**config.mk**
```make
export PLATFORM = sky130hd
export DESIGN_NAME = row_normalize_seq
export DESIGN_NICKNAME = d
export VERILOG_FILES = /design/src/rtl/row_normalize_seq_pkg.sv /design/src/rtl/row_normalize_seq.sv
export SDC_FILE = /design/constraint.sdc
export NUM_CORES = 1
export LEC_CHECK = 0
export CORE_ASPECT_RATIO = 1.75
export CORE_MARGIN = 10
export CORE_UTILIZATION = 44
export DETAILED_ROUTE_END_ITERATION = 10
export PLACE_DENSITY = 0.79
export SYNTH_ARGS = -nofsm -noshare
export SYNTH_HDL_FRONTEND = slang
export SYNTH_SLANG_ARGS = --single-unit
```
**constraint.sdc**
```tcl
create_clock -name clock -period 1.8 [get_ports clock]
set_input_delay 0.18 -clock clock [delete_from_list [all_inputs] [get_ports clock]]
set_output_delay 0.18 -clock clock [all_outputs]
set_load 0.02 [all_outputs]
```
**src/rtl/row_normalize_seq_pkg.sv**
```systemverilog
`default_nettype none
// ============================================================================
// Module      : row_normalize_seq_pkg
// Description : Shared types for the FlashAttention output-row normaliser.
//               DIV_INPUT_QT  : signed Q8.8 divider operand (numerator / l).
//               OUTPUT_VEC_QT : signed Q0.7 divider quotient.
//               NORM_ROW_IN_T / NORM_ROW_OUT_T : one full row at the default
//               head dimension.
//               ROW_NORM_STATE_T : row_normalize_seq sequencer states.
// Revision    : 1.0 - initial release
// ============================================================================
package row_normalize_seq_pkg;

    localparam int DIV_IN_W         = 16;  // Q8.8
    localparam int OUT_W            = 8;   // Q0.7
    localparam int ROW_NORM_VEC_LEN = 16;

    typedef logic signed [DIV_IN_W-1:0] DIV_INPUT_QT;
    typedef logic signed [OUT_W-1:0]    OUTPUT_VEC_QT;

    typedef DIV_INPUT_QT  [ROW_NORM_VEC_LEN-1:0] NORM_ROW_IN_T;
    typedef OUTPUT_VEC_QT [ROW_NORM_VEC_LEN-1:0] NORM_ROW_OUT_T;

    typedef enum logic [1:0] {
        IDLE = 2'd0,
        BUSY = 2'd1,
        DONE = 2'd2
    } ROW_NORM_STATE_T;

endpackage
`default_nettype wire

```
**src/rtl/row_normalize_seq.sv**
```systemverilog
`default_nettype none
// ============================================================================
// Module      : row_normalize_seq
// Description : Final-normalisation sequencer, O_i = O_acc_i / l for one row.
//               Captures a row of VEC_LEN numerators plus the row-sum l,
//               streams (O_acc_i, l) pairs in index order to an external
//               int_division block, collects the quotients in issue order and
//               presents the whole normalised row to writeback.
//
// Optional    : ROW_NORM_ZERO_BYPASS_EN - when defined, a captured row-sum of
//               zero skips the divider and produces an all-zero row.
//
// Ports       : clock, reset        - single clock, synchronous active-high reset
//               vld_in / rdy_out    - upstream row handshake
//               row_in, rowsum_in   - numerators and denominator (Q8.8)
//               vld_out / rdy_in    - downstream row handshake
//               vec_out             - normalised row (Q0.7)
//               div_vld_o/div_rdy_i - issue handshake to the divider
//               div_num_o/div_den_o - divider operands
//               div_vld_i/div_rdy_o - result handshake from the divider
//               div_quot_i          - divider quotient
// Revision    : 1.0 - initial release
// ============================================================================
module row_normalize_seq
    import row_normalize_seq_pkg::*;
#(
    parameter int VEC_LEN = 16,
    parameter int CNT_W   = $clog2(VEC_LEN + 1)
) (
    input  logic                             clock,
    input  logic                             reset,

    input  logic                             vld_in,
    output logic                             rdy_out,
    input  logic [VEC_LEN-1:0][DIV_IN_W-1:0] row_in,
    input  logic [DIV_IN_W-1:0]              rowsum_in,

    output logic                             vld_out,
    input  logic                             rdy_in,
    output logic [VEC_LEN-1:0][OUT_W-1:0]    vec_out,

    output logic                             div_vld_o,
    input  logic                             div_rdy_i,
    output logic [DIV_IN_W-1:0]              div_num_o,
    output logic [DIV_IN_W-1:0]              div_den_o,
    input  logic                             div_vld_i,
    output logic                             div_rdy_o,
    input  logic [OUT_W-1:0]                 div_quot_i
);

    localparam int               IDX_W     = $clog2(VEC_LEN);
    localparam logic [CNT_W-1:0] c_vec_len = CNT_W'(VEC_LEN);
    localparam logic [CNT_W-1:0] c_last    = CNT_W'(VEC_LEN - 1);
    localparam logic [CNT_W-1:0] c_one     = CNT_W'(1);

    ROW_NORM_STATE_T                  r_state;
    ROW_NORM_STATE_T                  w_state_nxt;

    logic [VEC_LEN-1:0][DIV_IN_W-1:0] r_row;
    logic [DIV_IN_W-1:0]              r_den;
    logic [CNT_W-1:0]                 r_iss_cnt;
    logic [CNT_W-1:0]                 r_col_cnt;
    logic [VEC_LEN-1:0][OUT_W-1:0]    r_vec;

    logic                             w_accept;
    logic                             w_iss_fire;
    logic                             w_col_fire;
    logic                             w_zero_bypass;
    logic [IDX_W-1:0]                 w_iss_idx;
    logic [IDX_W-1:0]                 w_col_idx;

    // Counters are one bit wider than an index so they can reach VEC_LEN;
    // the low bits address the row/vector slots while the count is in range.
    assign w_iss_idx  = r_iss_cnt[IDX_W-1:0];
    assign w_col_idx  = r_col_cnt[IDX_W-1:0];

    assign w_accept   = vld_in && rdy_out;
    assign w_iss_fire = div_vld_o && div_rdy_i;
    assign w_col_fire = div_vld_i && div_rdy_o;

`ifdef ROW_NORM_ZERO_BYPASS_EN
    // A zero row-sum means an empty softmax row; emit zeros without
    // involving the divider.
    assign w_zero_bypass = (rowsum_in == '0);
`else
    // Zero row-sum goes through the divider and picks up its saturation.
    assign w_zero_bypass = 1'b0;
`endif

    // ------------------------------------------------------------------
    // State register
    // ------------------------------------------------------------------
    always_ff @(posedge clock) begin
        if (reset) begin
            r_state <= IDLE;
        end else begin
            r_state <= w_state_nxt;
        end
    end

    // ------------------------------------------------------------------
    // Next state and handshake outputs
    // ------------------------------------------------------------------
    always_comb begin
        w_state_nxt = r_state;
        rdy_out     = 1'b0;
        vld_out     = 1'b0;
        div_vld_o   = 1'b0;
        div_rdy_o   = 1'b0;
        div_num_o   = '0;
        div_den_o   = '0;

        case (r_state)
            IDLE: begin
                rdy_out = 1'b1;
                if (vld_in) begin
                    w_state_nxt = BUSY;
                end
            end

            BUSY: begin
                // Issue and collect sides advance independently, so the
                // divider may hold several elements in flight.
                div_vld_o = (r_iss_cnt < c_vec_len);
                div_rdy_o = (r_col_cnt < c_vec_len);
                if (r_iss_cnt < c_vec_len) begin
                    div_num_o = r_row[w_iss_idx];
                    div_den_o = r_den;
                end
                // Second term covers a bypassed row whose counters were
                // preloaded to VEC_LEN at capture.
                if ((div_vld_i && (r_col_cnt < c_vec_len) && (r_col_cnt == c_last)) ||
                    (r_col_cnt == c_vec_len)) begin
                    w_state_nxt = DONE;
                end
            end

            DONE: begin
                vld_out = 1'b1;
                if (rdy_in) begin
                    w_state_nxt = IDLE;
                end
            end

            default: begin
                w_state_nxt = IDLE;
            end
        endcase
    end

    // ------------------------------------------------------------------
    // Capture, counters and collect register
    // ------------------------------------------------------------------
    always_ff @(posedge clock) begin
        if (reset) begin
            r_row     <= '0;
            r_den     <= '0;
            r_iss_cnt <= '0;
            r_col_cnt <= '0;
            r_vec     <= '0;
        end else if (w_accept) begin
            r_row <= row_in;
            r_den <= rowsum_in;
            r_vec <= '0;
            if (w_zero_bypass) begin
                r_iss_cnt <= c_vec_len;
                r_col_cnt <= c_vec_len;
            end else begin
                r_iss_cnt <= '0;
                r_col_cnt <= '0;
            end
        end else begin
            if (w_iss_fire) begin
                r_iss_cnt <= r_iss_cnt + c_one;
            end
            // Results arrive in issue order, so the collect count is also
            // the destination slot.
            if (w_col_fire) begin
                r_vec[w_col_idx] <= div_quot_i;
                r_col_cnt        <= r_col_cnt + c_one;
            end
        end
    end

    // vec_out only changes while BUSY, so it is stable throughout DONE.
    assign vec_out = r_vec;

endmodule
`default_nettype wire

```
## Word level (Yosys, flattened, before mapping)

Index checks and enable logic that the tools add are counted.

- Add/sub/neg operators: 2
- Equal/unequal tests: 7
- Reductions and logical operators: 10
- Mux-type cells: 17
- $lt $le $gt $ge: 5

Operators by type and width:

| operator | number |
|---|---|
| 128-bit bitwise mux | 1 |
| 16-bit 2-to-1 mux | 5 |
| 16-bit binary-select mux with 4-bit select | 1 |
| 8-bit demux with 4-bit select | 1 |
| 5-bit by 1-bit adder with 5-bit output, second input constant | 2 |
| 4-bit by 5-bit less-than comparator with 1-bit output, second input constant | 2 |
| 5-bit less-than comparator, second input constant | 2 |
| 8-bit 2-to-1 mux | 1 |
| 1-bit logical AND | 6 |
| 2-bit 2-to-1 mux | 3 |
| 2-bit inequality test, second input constant | 3 |
| 2-bit case mux with 3 select lines | 1 |
| 5-bit by 4-bit equality test with 1-bit output, second input constant | 1 |
| 5-bit equality test, second input constant | 1 |
| 4-bit by 1-bit >= comparator with 1-bit output, second input constant | 1 |
| 1-bit 2-to-1 mux | 4 |
| 3-bit AND reduction | 1 |
| 2-bit by 1-bit equality test with 1-bit output, second input constant | 1 |
| 2-bit equality test, second input constant | 1 |
| 2-bit logical NOT | 1 |
| 2-bit OR reduction | 1 |
| 1-bit logical OR | 1 |

- Logic and storage cells: 77
- Output and inout port bits: 164
- Register bits: 412

## Logic depth before layout (Yosys ltp)

- Depth after elaboration: 6
- Mapped depth: 8
- Gate-level depth less buffers: 6

## Worst setup path before layout

OpenSTA, ideal clock, no wires.

- Path type: flip-flop to output port
- From: reg r_iss_cnt[0]
- To: out div_num_o[10]
- Buffers on the path: 2
- Data arrival time: 1,678 ps
- Cell stages (with the launch flop): 6
- Path slack: -58 ps
- Path through: dfxtp_1 buf_4 buf_2 mux4_2 a22oi_1 nand2_1

- Longest elaborated chain between the ends: 4
- Elaborated cells between the ends (all ways): 5

RTL lines:

| what | RTL line | RTL |
|---|---|---|
| start: declaration | row_normalize_seq.sv:61 | `logic [CNT_W-1:0] r_iss_cnt;` |
| start signal: assignment | row_normalize_seq.sv:166 | `r_iss_cnt <= c_vec_len;` |
| start signal: assignment | row_normalize_seq.sv:174 | `r_iss_cnt <= r_iss_cnt + c_one;` |
| 16-bit binary-select mux with 4-bit select | row_normalize_seq.sv:127 | `div_num_o = r_row[w_iss_idx];` |
| 16-bit 2-to-1 mux (implied by the code) | row_normalize_seq.sv:127 |  |
| 16-bit 2-to-1 mux * | row_normalize_seq.sv:126 | `if (r_iss_cnt < c_vec_len) begin` |
| 16-bit 2-to-1 mux * | row_normalize_seq.sv:113 | `case (r_state)` |
| end: declaration | row_normalize_seq.sv:44 | `output logic [DIV_IN_W-1:0] div_num_o,` |

Mark *: on every way between the ends. The rest lies on a longest branch, timed or not. The select of a mux whose other input is x is not followed.

## Final worst setup path

- From: reg r_iss_cnt[0]
- To: out div_num_o[4]

Same word-level chain as after synthesis.

==> results summary <==
In this run, synthesis produced a sequential element count of 412. The die span in x came out at 167 microns. The met1 demand-to-capacity share in global routing came out at 24.8%. The number of hold violations in the final report is 0. The number of buffers between clock root and the deepest sink came out at 3. The clock period minus worst slack is 2.46 ns.

The post-synthesis xor/xnor area fraction is 0.263%. The number of warnings reported in the yosys synthesis log came out at 0. The mux cell area share after synthesis came out at 16.5%.

The first global-routing pass estimated 94500 microns of wire. 450 I/O pins were placed. The largest net degree at the start of global routing came out at 111. The min-delay analysis places its worst path in the category in -> reg.

The flow ran to the end, but the final reports show violations. The clock-pin slew of the registers on the worst-case setup and hold paths is 0.07 ns. VDD sags by at most 0.869 mV. Setup violations remaining at the end of the flow were counted as 33. For this run the aggregate overflow at the end of global routing stands at 0. The checks that failed: negative setup slack. The tool flagged a number of max-cap violations equal to 0.

The ratio of routed vias to standard cells is 5.48. The count of H-tree levels built during CTS came out at 2. After the last flow step, the layout net total stands at 2595. The initial antenna violation count came out at 19. The final hold slack is 0.178 ns. Synthesis produced a netlist with a net count of 2136. The CTS tree is built. The synthesized instance count came out at 1844.

Of the available clock period, the critical path in the final layout requires 137%. The count of unresolved DRC violations after routing is 0. Leaving out fill and tap cells, the most frequent cell in the layout is nand2_1. The number of buffers created by CTS came out at 39. The overall die area came out at 0.0463 sq mm. The via count of the first global-routing pass came out at 15600. Setup repair after global routing could not meet its margin everywhere.

After legalization and detailed placement, the total HPWL measured 49100 microns. The mean routed wirelength per cell came out at 22.9 microns. The met2 demand-to-capacity share in global routing is 46.4%. The number of max-slew violations in the final report is 0. The overall global routing resource usage came out at 26.4%. At the pin with the least slew margin, the transition time is 0.545 ns. In this run the tightest slew margin relative to its limit is 63.7%. The final wirelength is 64500 microns. Counting every sink on the clock net gives 412.

The remaining number of nets flagged by the antenna check after routing is 0. Clock skew on the completed layout was measured at 0.0141 ns. The signal arrival time at the worst endpoint came out at 2.28 ns. The final weighted congestion in routability-driven placement came out at 0.970. In this run, the number of DRC markers left after iteration 0 of detailed routing was 1421. The fraction of the mapped netlist area in compound gates is 10.2%. The mapped netlist covers 0.0166 sq mm. After synthesis, the largest family of logic cells by area is simple AND/OR/NAND/NOR gates. The total power draw came out at 21500 uW. A synthesized cell averages 9.02 sq um. Sequential cells were found to cover 49.6% of the synthesized design area. The row count is 94. Of the total synthesized cell area, the portion taken by AND, OR, NAND and NOR gates is 18.8%. The tree is rooted in a clkbuf_16.

The worst setup path is captured at a primary output. The number of buffer cells added on primary ports came out at 449. The top cell types in the final layout, fill and taps aside, are 556 x nand2_1, 412 x clkdlybuf4s50_1, 407 x dfxtp_1. The worst setup path is launched from a flip-flop. The area of the core came out at 0.0375 sq mm.

The distinct cell type count after synthesis came out at 44. The clock latency at the later pin of the worst-skew pair came out at 0.55 ns. The reported leakage power is 0.00973 uW. The final cell utilization of the core came out at 64.0%.

By startpoint and endpoint, the worst setup path is classified as reg -> out. The detailed-router iteration count before antenna repair came out at 8. The worst-case setup slack after placement is -0.595 ns.

The worst-path maximum fanout is 9. The ratio of cells with drive above 1 in the final layout came out at 15.4%. The routing usage on met3 came out at 8.78%. The highest-utilization routing layer at the global route stage is met2. The slack of the worst reg-to-reg path is 0.03 ns.

The layout filler cell count came out at 2968. The starting utilization of the core area is 44.3%. In this run the vertical extent of the chip is 277 microns. Data on the critical path is required at its endpoint by 1.62 ns. The total via count in the routed design is 15400. The maximum frequency from static timing analysis came out at 0.406 GHz.

The total power divided by cell area is 893 mW/mm^2. The synthesized netlist devotes 0.451% of its cell area to adder and majority cells. The smallest setup slack after layout came out at -0.662 ns. The layout-stage area growth over the synthesis result came out at 44.4%.
==> metrics by stage <==
step | TNS [ns] | instances | instance area (sq um)
6_report | -16.68 | 2812 | 24000
3_3_place_gp | -13.84 | 2710 | 22100
4_1_cts | -17.56 | 2804 | 24000
5_1_grt | -18.53 | 2809 | 24000
2_1_floorplan | 0 | 1844 | 16600
3_5_place_dp | -15.01 | 2710 | 22100
==> what timing repair did <==
item                                    CTS  global route
hold endpoints to repair                  3             0
cloned                                    5             0
hold buffers                              1             0
endpoints found under the setup margin   36            44
buffers inserted                         26             5
gates resized for setup                 258            23
pin swaps                                22            21
==> final timing paths <==
kind                            cells after the start    startpoint      endpoint
worst max-delay path                                7  r_iss_cnt[0]  div_num_o[4]
worst min-delay path                                3   row_in[144]    r_row[144]
worst max register to register                     10  r_iss_cnt[4]  r_iss_cnt[3]
worst min register to register                      2    r_row[247]    r_row[247]
==> critical path, cell delays in order, from the launching register on <==
cell	delay, ns
dfxtp_4	0.38
buf_12	0.12
buf_16	0.14
buf_12	0.13
mux4_2	0.54
a22oi_2	0.17
nand2_1	0.08
buf_2	0.17
==> where the power goes <==
group	internal (uW)	total (uW)	switching (uW)
registers	9610	10000	397
clock network	4510	8090	3590
logic	1650	3350	1700
==> layer usage <==
| layer | vias up | share of wire, % |
|---|---|---|
| li1 | 7098 | - |
| met1 | 7277 | 31 |
| met2 | 771 | 51 |
| met3 | 230 | 9.0 |
| met4 | 26 | 8.0 |
| met5 | - | 0.25 |
==> registers in the layout (all words and copies together), names as in the netlist <==
register and count:
r_col_cnt 5, r_den 16, r_iss_cnt 5, r_row 256
r_state 2, vec_out 128
==> layout make-up <==
type	count	area, sq um	area share [%]
Sequential cell	412	8260	34.4
Inverter	5	23.8	0.0990
Multi-Input combinational cell	1280	7860	32.7
Antenna cell	7	17.5	0.0729
Tap cell	480	601	2.50
Clock inverter	14	141	0.589
Timing Repair Buffer	565	6040	25.2
Clock buffer	49	1070	4.47
==> synth_stat cells <==
master / instances / area (sq um)
a21oi_1: 278 / 1390
xor2_1: 4 / 35.0
nor3_4: 1 / 16.3
mux4_2: 63 / 1420
buf_1: 7 / 26.3
nand2_1: 564 / 2120
o21ai_0: 1 / 5.00
a22oi_2: 10 / 125
nand3_1: 4 / 20.0
inv_1: 4 / 15.0
nor2b_1: 2 / 12.5
nor2_1: 140 / 526
a22oi_1: 18 / 135
dfxtp_1: 412 / 8250
a221o_1: 1 / 10.0
nor3_1: 4 / 20.0
xnor2_1: 1 / 8.76
and3_1: 3 / 18.8
ha_1: 6 / 75.1
nand4_1: 2 / 12.5
buf_6: 4 / 45.0
and4bb_2: 1 / 12.5
buf_4: 4 / 30.0
clkbuf_8: 1 / 13.8
buf_2: 52 / 260
or2b_1: 1 / 7.51
nand2b_1: 2 / 12.5
mux2i_1: 132 / 1320
clkbuf_1: 78 / 293
nand3b_1: 1 / 7.51
or3_1: 1 / 6.26
nor3b_4: 2 / 37.5
clkinv_2: 1 / 5.00
a211oi_1: 1 / 7.51
nand4_4: 2 / 42.5
clkbuf_2: 1 / 5.00
o32ai_1: 1 / 8.76
a31oi_1: 1 / 6.26
nand3_2: 12 / 120
and2_1: 16 / 100
o21ba_2: 1 / 10.0
or3b_1: 1 / 8.76
nand4_2: 2 / 25.0
and2_0: 1 / 6.26
==> cell families after synthesis <==
group | after synthesis
AND/OR/NAND/NOR | 762
adder cells (fa/ha/maj) | 6
AO/OA/AOI/OAI | 312
XOR/XNOR | 5
multiplexers | 195
flip-flops | 412
buffers and inverters | 152
Power figures use the tool's default switching activity.
